==> config.mk <==
export PLATFORM = sky130hd
export DESIGN_NAME = seq_detector_param
export DESIGN_NICKNAME = d
export VERILOG_FILES = /design/src/rtl/seq_detector_param.sv
export SDC_FILE = /design/constraint.sdc
export NUM_CORES = 1
export LEC_CHECK = 0
export ABC_AREA = 1
export CAP_MARGIN = 20
export CORE_ASPECT_RATIO = 0.75
export CORE_UTILIZATION = 51
export CTS_CLUSTER_DIAMETER = 200
export DETAILED_ROUTE_END_ITERATION = 7
export PLACE_DENSITY = 0.74
export SYNTH_ARGS = -nofsm -noshare
export SYNTH_HDL_FRONTEND = slang
export SYNTH_SLANG_ARGS = --single-unit
==> constraint.sdc <==
create_clock -name CLK -period 1.9 [get_ports CLK]
set_input_delay 0.19 -clock CLK [delete_from_list [all_inputs] [get_ports CLK]]
set_output_delay 0.19 -clock CLK [all_outputs]
set_load 0.01 [all_outputs]
==> src/rtl/seq_detector_param.sv <==
// Parametrised serial pattern detector with a runtime-loadable pattern and overlap/non-overlap mode.
// It also keeps a saturating match counter and a sticky saturation flag. All outputs are registered.
module seq_detector_param #(
  parameter int PAT_W = 4,
  parameter int CNT_W = 8
) (
  input  logic             CLK,
  input  logic             CLR,
  input  logic             X,
  input  logic             X_VALID,
  input  logic             LOAD,
  input  logic [PAT_W-1:0] PATTERN,
  input  logic             OVERLAP,
  output logic             DET,
  output logic [CNT_W-1:0] MATCH_CNT,
  output logic             CNT_SAT
);

  localparam int FILL_W = $clog2(PAT_W + 1);
  localparam logic [FILL_W-1:0] FILL_FULL = FILL_W'(PAT_W);
  localparam logic [FILL_W-1:0] FILL_ARM  = FILL_W'(PAT_W - 1);
  localparam logic [CNT_W-1:0]  CNT_MAX   = '1;

  logic [PAT_W-1:0]  pat_reg;
  logic              ovl_reg;
  // Only PAT_W-1 past bits are kept: the incoming X completes the window.
  logic [PAT_W-2:0]  hist_reg;
  logic [FILL_W-1:0] fill_reg;
  logic              det_reg;
  logic [CNT_W-1:0]  cnt_reg;
  logic              sat_reg;

  logic [PAT_W-1:0]  window_next;
  logic              match_next;
  logic [CNT_W-1:0]  cnt_next;

  always_comb begin
    window_next = {hist_reg, X};
    match_next  = X_VALID && (window_next == pat_reg) && (fill_reg >= FILL_ARM);
    cnt_next    = (cnt_reg == CNT_MAX) ? cnt_reg : cnt_reg + 1'b1;
  end

  // The fill counter is the detector state: FILL(0..PAT_W-1), then ARMED at PAT_W.
  always_ff @(posedge CLK) begin
    if (CLR) begin
      pat_reg  <= '0;
      ovl_reg  <= 1'b0;
      hist_reg <= '0;
      fill_reg <= '0;
      det_reg  <= 1'b0;
      cnt_reg  <= '0;
      sat_reg  <= 1'b0;
    end else if (LOAD) begin
      pat_reg  <= PATTERN;
      ovl_reg  <= OVERLAP;
      hist_reg <= '0;
      fill_reg <= '0;
      det_reg  <= 1'b0;
      cnt_reg  <= '0;
      sat_reg  <= 1'b0;
    end else begin
      det_reg <= match_next;
      if (X_VALID) begin
        hist_reg <= window_next[PAT_W-2:0];
        if (match_next && !ovl_reg)
          fill_reg <= '0;
        else if (fill_reg != FILL_FULL)
          fill_reg <= fill_reg + 1'b1;
      end
      if (match_next) begin
        cnt_reg <= cnt_next;
        if (cnt_next == CNT_MAX)
          sat_reg <= 1'b1;
      end
    end
  end

  assign DET       = det_reg;
  assign MATCH_CNT = cnt_reg;
  assign CNT_SAT   = sat_reg;

endmodule

==> flow_metrics.tcl, run 1 <==
set metrics [dict create \
    status "finished with violations" \
    violations "DRC" \
    switching_power_uw 185 \
    switching_share_pct 24.2 \
    peakVddDrop_mv 0.433 \
    worst_slack_ns 0.212 \
    cts_tree "done" \
    worstHoldStart "PATTERN[3]" \
    port_buffers 19 \
    gp_congestion 0.868 \
    cts.sinks 21 \
    cp_data_arrival_time_ns 1.89 \
    largest_reg_flops 8 \
    ios 20 \
    holdPathEnd "pat_reg[3]$_SDFFE_PP0P_" \
    worstPathRequired_ns 2.10 \
    relSlewSlack_pct 83.7 \
    use_met2_pct 32.8 \
    grt_pass1_wl_um 4190 \
    min_period_over_period_pct 88.8 \
    ys_seq_area_share_pct 35.7 \
    slowest_delay_ns 0.40 \
    setup_viol 0 \
    hold_viol 0 \
    grt_use_met3_pct 6.27 \
    num_vias 1116 \
    drt_first_iter_violations 37 \
    worst_pin_slew_ns 0.244 \
    met1_usage_pct 31.2 \
    r2r_setup_slack_ns 0.21 \
    clock_skew_ns 0.00792 \
    synth_area_leaders "dfxtp_1, nand2_1, inv_1, nor2_1, nand3_1" \
    vias_per_cell 5.07 \
    finalPower_uw 761 \
    numCtsBuffers 3 \
    netlist_area_mm2 0.00118 \
    post_cts_buffers 0 \
    drtAntennaViolNets 0 \
    path_clk_slew_ns 0.11 \
    grt_usage_pct 21.8 \
    layout-drive-gt1-share_pct 9.69 \
    first_global_vias 985 \
    grt_max_degree 12 \
    fin_tns_setup_ns 0 \
    num_rows 14 \
    combPwrFrac_pct 11.9 \
    worst_path_most_repeated_cell "nand2_1" \
    synthesis.instances 172 \
    yosysTopAreaCellShare_pct 35.7 \
    dieArea_mm2 0.00251 \
    insertion_delay_ns 0.30 \
    hpwl_um 2020 \
    reg2reg_depth 11 \
    pwr_density_cell_mw_per_mm2 534 \
    diodes 0 \
    grt_overflow 0 \
    core_mm2 0.00208 \
    cts_resized 0 \
    finalWorstPathRequiredPeriod_ns 1.69 \
    clkPwrFrac_pct 27.4 \
    syn_area_per_cell_um2 6.85 \
    end_kind "flop" \
    internal-power_uw 577 \
    htreeDepth 1 \
    worstReg2RegEnd "fill_reg[2]$_SDFFE_PP0P_" \
    area_growth_pct 20.9 \
    drc 1 \
    die_h_um 43.6 \
    grt_antenna_before_repair 0 \
    synth_cell_types 24 \
    wl_um 2480 \
    crit_fanout 4 \
    crit_path_cell_trace "ha_1 -> ha_1 -> nor2_1 -> nand2_1 -> nand4_1 -> nor2_4 -> nand2_1 -> nand2_1 -> nand2_1 -> o21ai_0 -> inv_1" \
    nNetsFinal 211 \
    hp-class "in -> reg" \
    firstDrtPassIters 6 \
    cts_root_buf "clkbuf_4" \
    slowest_stage "dfxtp_1" \
    seqPwrFrac_pct 60.6 \
    yosysTopAreaCell "dfxtp_1" \
    holdPathStages 3 \
    dp_worst_setup_slack_ns 0.180 \
    maxCapViolCount 0 \
    reg2reg_from "fill_reg[0]$_SDFFE_PP0P_" \
    final_max_slew_viol_count 0 \
    critical_path_class "reg -> reg" \
    startpoint_type "flop" \
    die_w_um 57.5 \
    holdBufCountCts 0 \
    start_util_pct 56.5 \
    yosys_register_bits 21 \
    yosys_warnings 0 \
    cts_buffer_depth 2 \
    rsz0062_at_grt "false" \
    wl_per_cell_um 11.3 \
    max_freq_mhz 593 \
    leakagePower_nw 0.602 \
    synth_fp_nets 186 \
    busiest_layer "met2" \
]
[cells in the mapped netlist]
master and count:
a211oi_1 5, a21oi_1 11, a21oi_2 1, a31oi_1 1
buf_6 2, clkinv_1 1, dfxtp_1 21, ha_1 4
inv_1 26, inv_4 1, nand2_1 41, nand2_2 2
nand2_4 1, nand3_1 12, nand3_2 1, nand3b_1 1
nand4_1 1, nor2_1 20, nor2_2 3, nor2_4 3
o21ai_0 11, o21ai_2 1, xnor2_1 1, xor2_1 1
[worst max-delay path by stage]
stage	slack, ns	start	to	cells after the start
global placement	0.25	X_VALID	fill_reg[2]$_SDFFE_PP0P_	10
finish	0.21	fill_reg[0]$_SDFFE_PP0P_	fill_reg[2]$_SDFFE_PP0P_	11
floorplan	0.43	fill_reg[0]$_SDFFE_PP0P_	fill_reg[2]$_SDFFE_PP0P_	11
detailed placement	0.18	X_VALID	fill_reg[2]$_SDFFE_PP0P_	10
CTS	0.23	fill_reg[0]$_SDFFE_PP0P_	fill_reg[2]$_SDFFE_PP0P_	11
global route	0.1	fill_reg[0]$_SDFFE_PP0P_	fill_reg[2]$_SDFFE_PP0P_	11
[cell type report]
cell class              instances  area (um^2)
inverters                      28          108
repair buffers                 22          213
fillers                       181          659
multi-input cells             121          628
clock buffers                   4         26.3
well taps                      24         30.0
flip-flops and latches         21          420
[cell usage in the layout, fill, tap and decap left out, types with 4 or more instances in the layout]
master,netlist,routed
nand2_1,41,41
inv_1,26,26
dfxtp_1,21,21
nor2_1,20,20
clkdlybuf4s50_1,0,19
nand3_1,12,12
o21ai_0,11,11
a21oi_1,11,11
a211oi_1,5,5
ha_1,4,4
[kinds of logic after synthesis]
group | Yosys count | synth area share, %
buffers and inverters | 30 | 11.0
AO/OA/AOI/OAI | 30 | 14.5
adder cells (fa/ha/maj) | 4 | 4.25
AND/OR/NAND/NOR | 85 | 33.0
flip-flops | 21 | 35.7
XOR/XNOR | 2 | 1.49
[metrics by stage]
stage	hold WS, ns	cells	area, um^2	util, %
after floorplan	0.259	172	1180	-
after global placement	0.450	216	1400	67.1
after detailed placement	0.450	216	1400	67.1
after CTS	0.442	220	1430	68.4
after global routing	0.457	220	1430	68.4
final	0.459	220	1430	68.4
[routing by layer]
metal  wire, um  part of all wire (%)
met1       1290                    52
met2       1050                    42
met3        135                   5.4
met4         10                  0.40
met5          0                     0
[critical path: cells and delay by family, from the launching register on]
kind	cells	cell delay [ns]
DFF	1	0.40
buffers and inverters	1	0.06
and+or+nand+nor	7	0.67
AOI/OAI and AO/OA	1	0.16
adders and majority gates	2	0.30
[power by group through the flow]
stage,clock (mW),combinational (mW),sequential (mW)
6_report,0.209,0.0909,0.462
5_1_grt,0.235,0.101,0.463
4_1_cts,0.222,0.0910,0.462
3_5_place_dp,0,0.0907,0.472
3_3_place_gp,0,0.0877,0.471
2_1_floorplan,0,0.0550,0.470
Note: power is estimated with default switching activity, not from simulation.
==> run 2: changes to the inputs <==
--- a/config.mk
+++ b/config.mk
@@ -7,9 +7,8 @@
 export LEC_CHECK = 0
-export ABC_AREA = 1
 export CAP_MARGIN = 20
 export CORE_ASPECT_RATIO = 0.75
-export CORE_UTILIZATION = 51
+export CORE_UTILIZATION = 52
 export CTS_CLUSTER_DIAMETER = 200
 export DETAILED_ROUTE_END_ITERATION = 7
-export PLACE_DENSITY = 0.74
+export PLACE_DENSITY = 0.75
 export SYNTH_ARGS = -nofsm -noshare
--- a/constraint.sdc
+++ b/constraint.sdc
@@ -3,2 +3,2 @@
 set_output_delay 0.19 -clock CLK [all_outputs]
-set_load 0.01 [all_outputs]
+set_load 0.02 [all_outputs]
==> run 2 against run 1 <==
The flow still finishes with violations (DRC). First-iteration DRC count up 32%. Area after synthesis up 1.6%. Hold slack better by 0.018 ns. Sequential share of layout area about the same. Global-route usage up 0.19 points. Setup slack worse by 0.052 ns. Critical path depth down 4. Cell area up 0.61%. Routed wire length down 4.0%. Cell count down 20%. Total power down 1.5%. Die area down 0.36%. Critical endpoint is now MATCH_CNT[6]$_SDFFE_PP0N_. Largest power group unchanged. Highest routed layer unchanged.
==> flow_metrics.tcl, run 2 <==
set metrics [dict create \
    status "finished with violations" \
    violations "DRC" \
    finalPower_uw 750 \
    synth_cell_types 35 \
    combPwrFrac_pct 10.6 \
    hp-class "reg -> reg" \
    htreeDepth 1 \
    drc 2 \
    worst_pin_slew_ns 0.337 \
    grt_usage_pct 22.0 \
    maxCapViolCount 0 \
    final_cell_mix "dfxtp_1, clkdlybuf4s50_1, nor2_1, nand2_1, mux2i_1" \
    switching_share_pct 23.8 \
    wl_per_cell_um 13.5 \
    peakVddDrop_mv 0.481 \
    synth_most_common_cell "dfxtp_1" \
    port_buffers 19 \
    seq_area_um2 423 \
    wl_um 2380 \
    cts_buffer_depth 2 \
    grt_max_degree 15 \
    netlist_area_mm2 0.00120 \
    grt_use_met3_pct 8.36 \
    stdcell_count 177 \
    yosys-top-cells-count "dfxtp_1, nor2_1, nand2_1, mux2i_1, a21oi_1" \
    num_vias 998 \
    hold_viol 0 \
    busiest_layer "met2" \
    yosysTopAreaCell "dfxtp_1" \
    clkPwrFrac_pct 28.2 \
    grt_antenna_before_repair 0 \
    first_global_vias 892 \
    cp_data_arrival_time_ns 1.95 \
    min_period_over_period_pct 91.6 \
    crit_fanout 6 \
    multi_input_area_um2 707 \
    syn_area_per_cell_um2 9.07 \
    cts_tree "done" \
    insertion_delay_ns 0.30 \
    cts.sinks 21 \
    internal-power_uw 572 \
    ys_seq_area_share_pct 35.1 \
    ys.flop_type "dfxtp_1" \
    hpwl_um 1840 \
    utilization_pct 68.8 \
    ios 20 \
    synth_fp_nets 146 \
    leakagePower_nw 0.527 \
    synth_edf_count 0 \
    max_freq_mhz 575 \
    setup_viol 0 \
    numCtsBuffers 3 \
    final_max_slew_viol_count 0 \
    switching_power_uw 178 \
    yosys_warnings 0 \
    synth_area_leaders "dfxtp_1, mux2i_1, nor2_1, ha_1, nand2_1" \
    largest_reg_flops 8 \
    met1_usage_pct 28.6 \
    holdBufCountCts 0 \
    nNetsFinal 168 \
    synthesis.instances 132 \
    pwr_density_cell_mw_per_mm2 523 \
    path_clk_slew_ns 0.11 \
    cts_root_buf "clkbuf_4" \
    drt_first_iter_violations 49 \
    die_h_um 43.6 \
    start_util_pct 57.4 \
    dieArea_mm2 0.00250 \
    final.fill_count 170 \
    end_kind "flop" \
    placed_cells 173 \
    relSlewSlack_pct 77.2 \
    critical_path_class "reg -> reg" \
    num_rows 14 \
    grt_overflow 0 \
    yosysTopAreaCellShare_pct 35.1 \
    seqPwrFrac_pct 61.2 \
    area_growth_pct 19.7 \
    layout-drive-gt1-share_pct 14.4 \
    worstPathRequired_ns 2.11 \
    finalWorstPathRequiredPeriod_ns 1.74 \
    vias_per_cell 5.64 \
    drtAntennaViolNets 0 \
    use_met2_pct 35.1 \
    clock_skew_ns 0.00279 \
    firstDrtPassIters 6 \
    diodes 0 \
    rsz0062_at_grt "false" \
    die_w_um 57.4 \
    grt_pass1_wl_um 4130 \
    ys_async_sr_fraction_pct 0 \
    startpoint_type "flop" \
    yosys_register_bits 21 \
    gp_congestion 0.888 \
    core_mm2 0.00208 \
]
[run 2: path summary, 6_finish.rpt]
kind / from / end / slack [ns] / cells past startpoint
worst max-delay path: fill_reg[0]$_SDFFE_PP0P_ / MATCH_CNT[6]$_SDFFE_PP0N_ / 0.16 / 7
worst max register to register: fill_reg[0]$_SDFFE_PP0P_ / MATCH_CNT[6]$_SDFFE_PP0N_ / 0.16 / 7
worst min-delay path: CNT_SAT$_SDFFE_PP0P_ / CNT_SAT$_SDFFE_PP0P_ / 0.48 / 2
worst min register to register: CNT_SAT$_SDFFE_PP0P_ / CNT_SAT$_SDFFE_PP0P_ / 0.48 / 2
[run 2: critical path, stage by stage, from the launching register on]
cell,delay (ns)
dfxtp_2,0.37
ha_1,0.15
ha_1,0.14
a211o_1,0.15
nand4_4,0.17
nor3_4,0.25
a41oi_1,0.14
a311oi_1,0.28
[run 2: cell families (layout without fill, tap and decap cells)]
| family | count (synthesis) | in the layout | share of synthesized area [%] |
|---|---|---|---|
| AO/OA/AOI/OAI | 25 | 25 | 13.4 |
| XOR/XNOR | 8 | 8 | 8.67 |
| multiplexers | 10 | 10 | 8.36 |
| AND/OR/NAND/NOR | 52 | 52 | 24.2 |
| flip-flops | 21 | 21 | 35.1 |
| buffers and inverters | 12 | 33 | 6.06 |
| adder cells (fa/ha/maj) | 4 | 4 | 4.18 |
[run 2: power groups by stage]
stage | clock network, mW | registers (mW) | logic, mW
after floorplan | 0 | 0.466 | 0.0509
after global placement | 0 | 0.468 | 0.0764
after detailed placement | 0 | 0.469 | 0.0793
after CTS | 0.219 | 0.459 | 0.0794
after global routing | 0.244 | 0.461 | 0.0865
final | 0.211 | 0.459 | 0.0793
[run 2: cell type report]
cell class,count,share of cell area (%)
clock buffers,3,1.57
clock inverters,1,0.349
inverters,5,1.31
multi-input cells,99,49.3
flip-flops and latches,21,29.5
well taps,24,2.09
repair buffers,24,15.9
[run 2: through the flow]
stage                     setup TNS (ns)  worst slack, ns  hold WS [ns]  cell area, um^2
after global routing                   0           0.0191         0.483             1430
after floorplan                        0            0.114         0.262             1200
after CTS                              0           0.0692         0.481             1430
after global placement                 0           0.0308         0.450             1400
final                                  0            0.160         0.477             1430
after detailed placement        -0.00119         -0.00119         0.448             1400
[run 2: metal layers]
| metal | routed length [um] | up-vias |
|---|---|---|
| met3 | 169 | 2 |
| met2 | 1080 | 36 |
| li1 | - | 505 |
| met4 | 19 | 0 |
| met1 | 1110 | 455 |
| met5 | 0 | - |
[run 2: timing repair]
item,CTS,global route
gates resized for setup,0,3
endpoints found under the setup margin,0,2
setup buffers,0,0
==> run 3: changes to the inputs <==
Settings changed: CAP_MARGIN 20 to 25, TNS_END_PERCENT from default to 20.
==> results of run 3 <==
Final layout, timing and power as in run 2 (identical DEF).
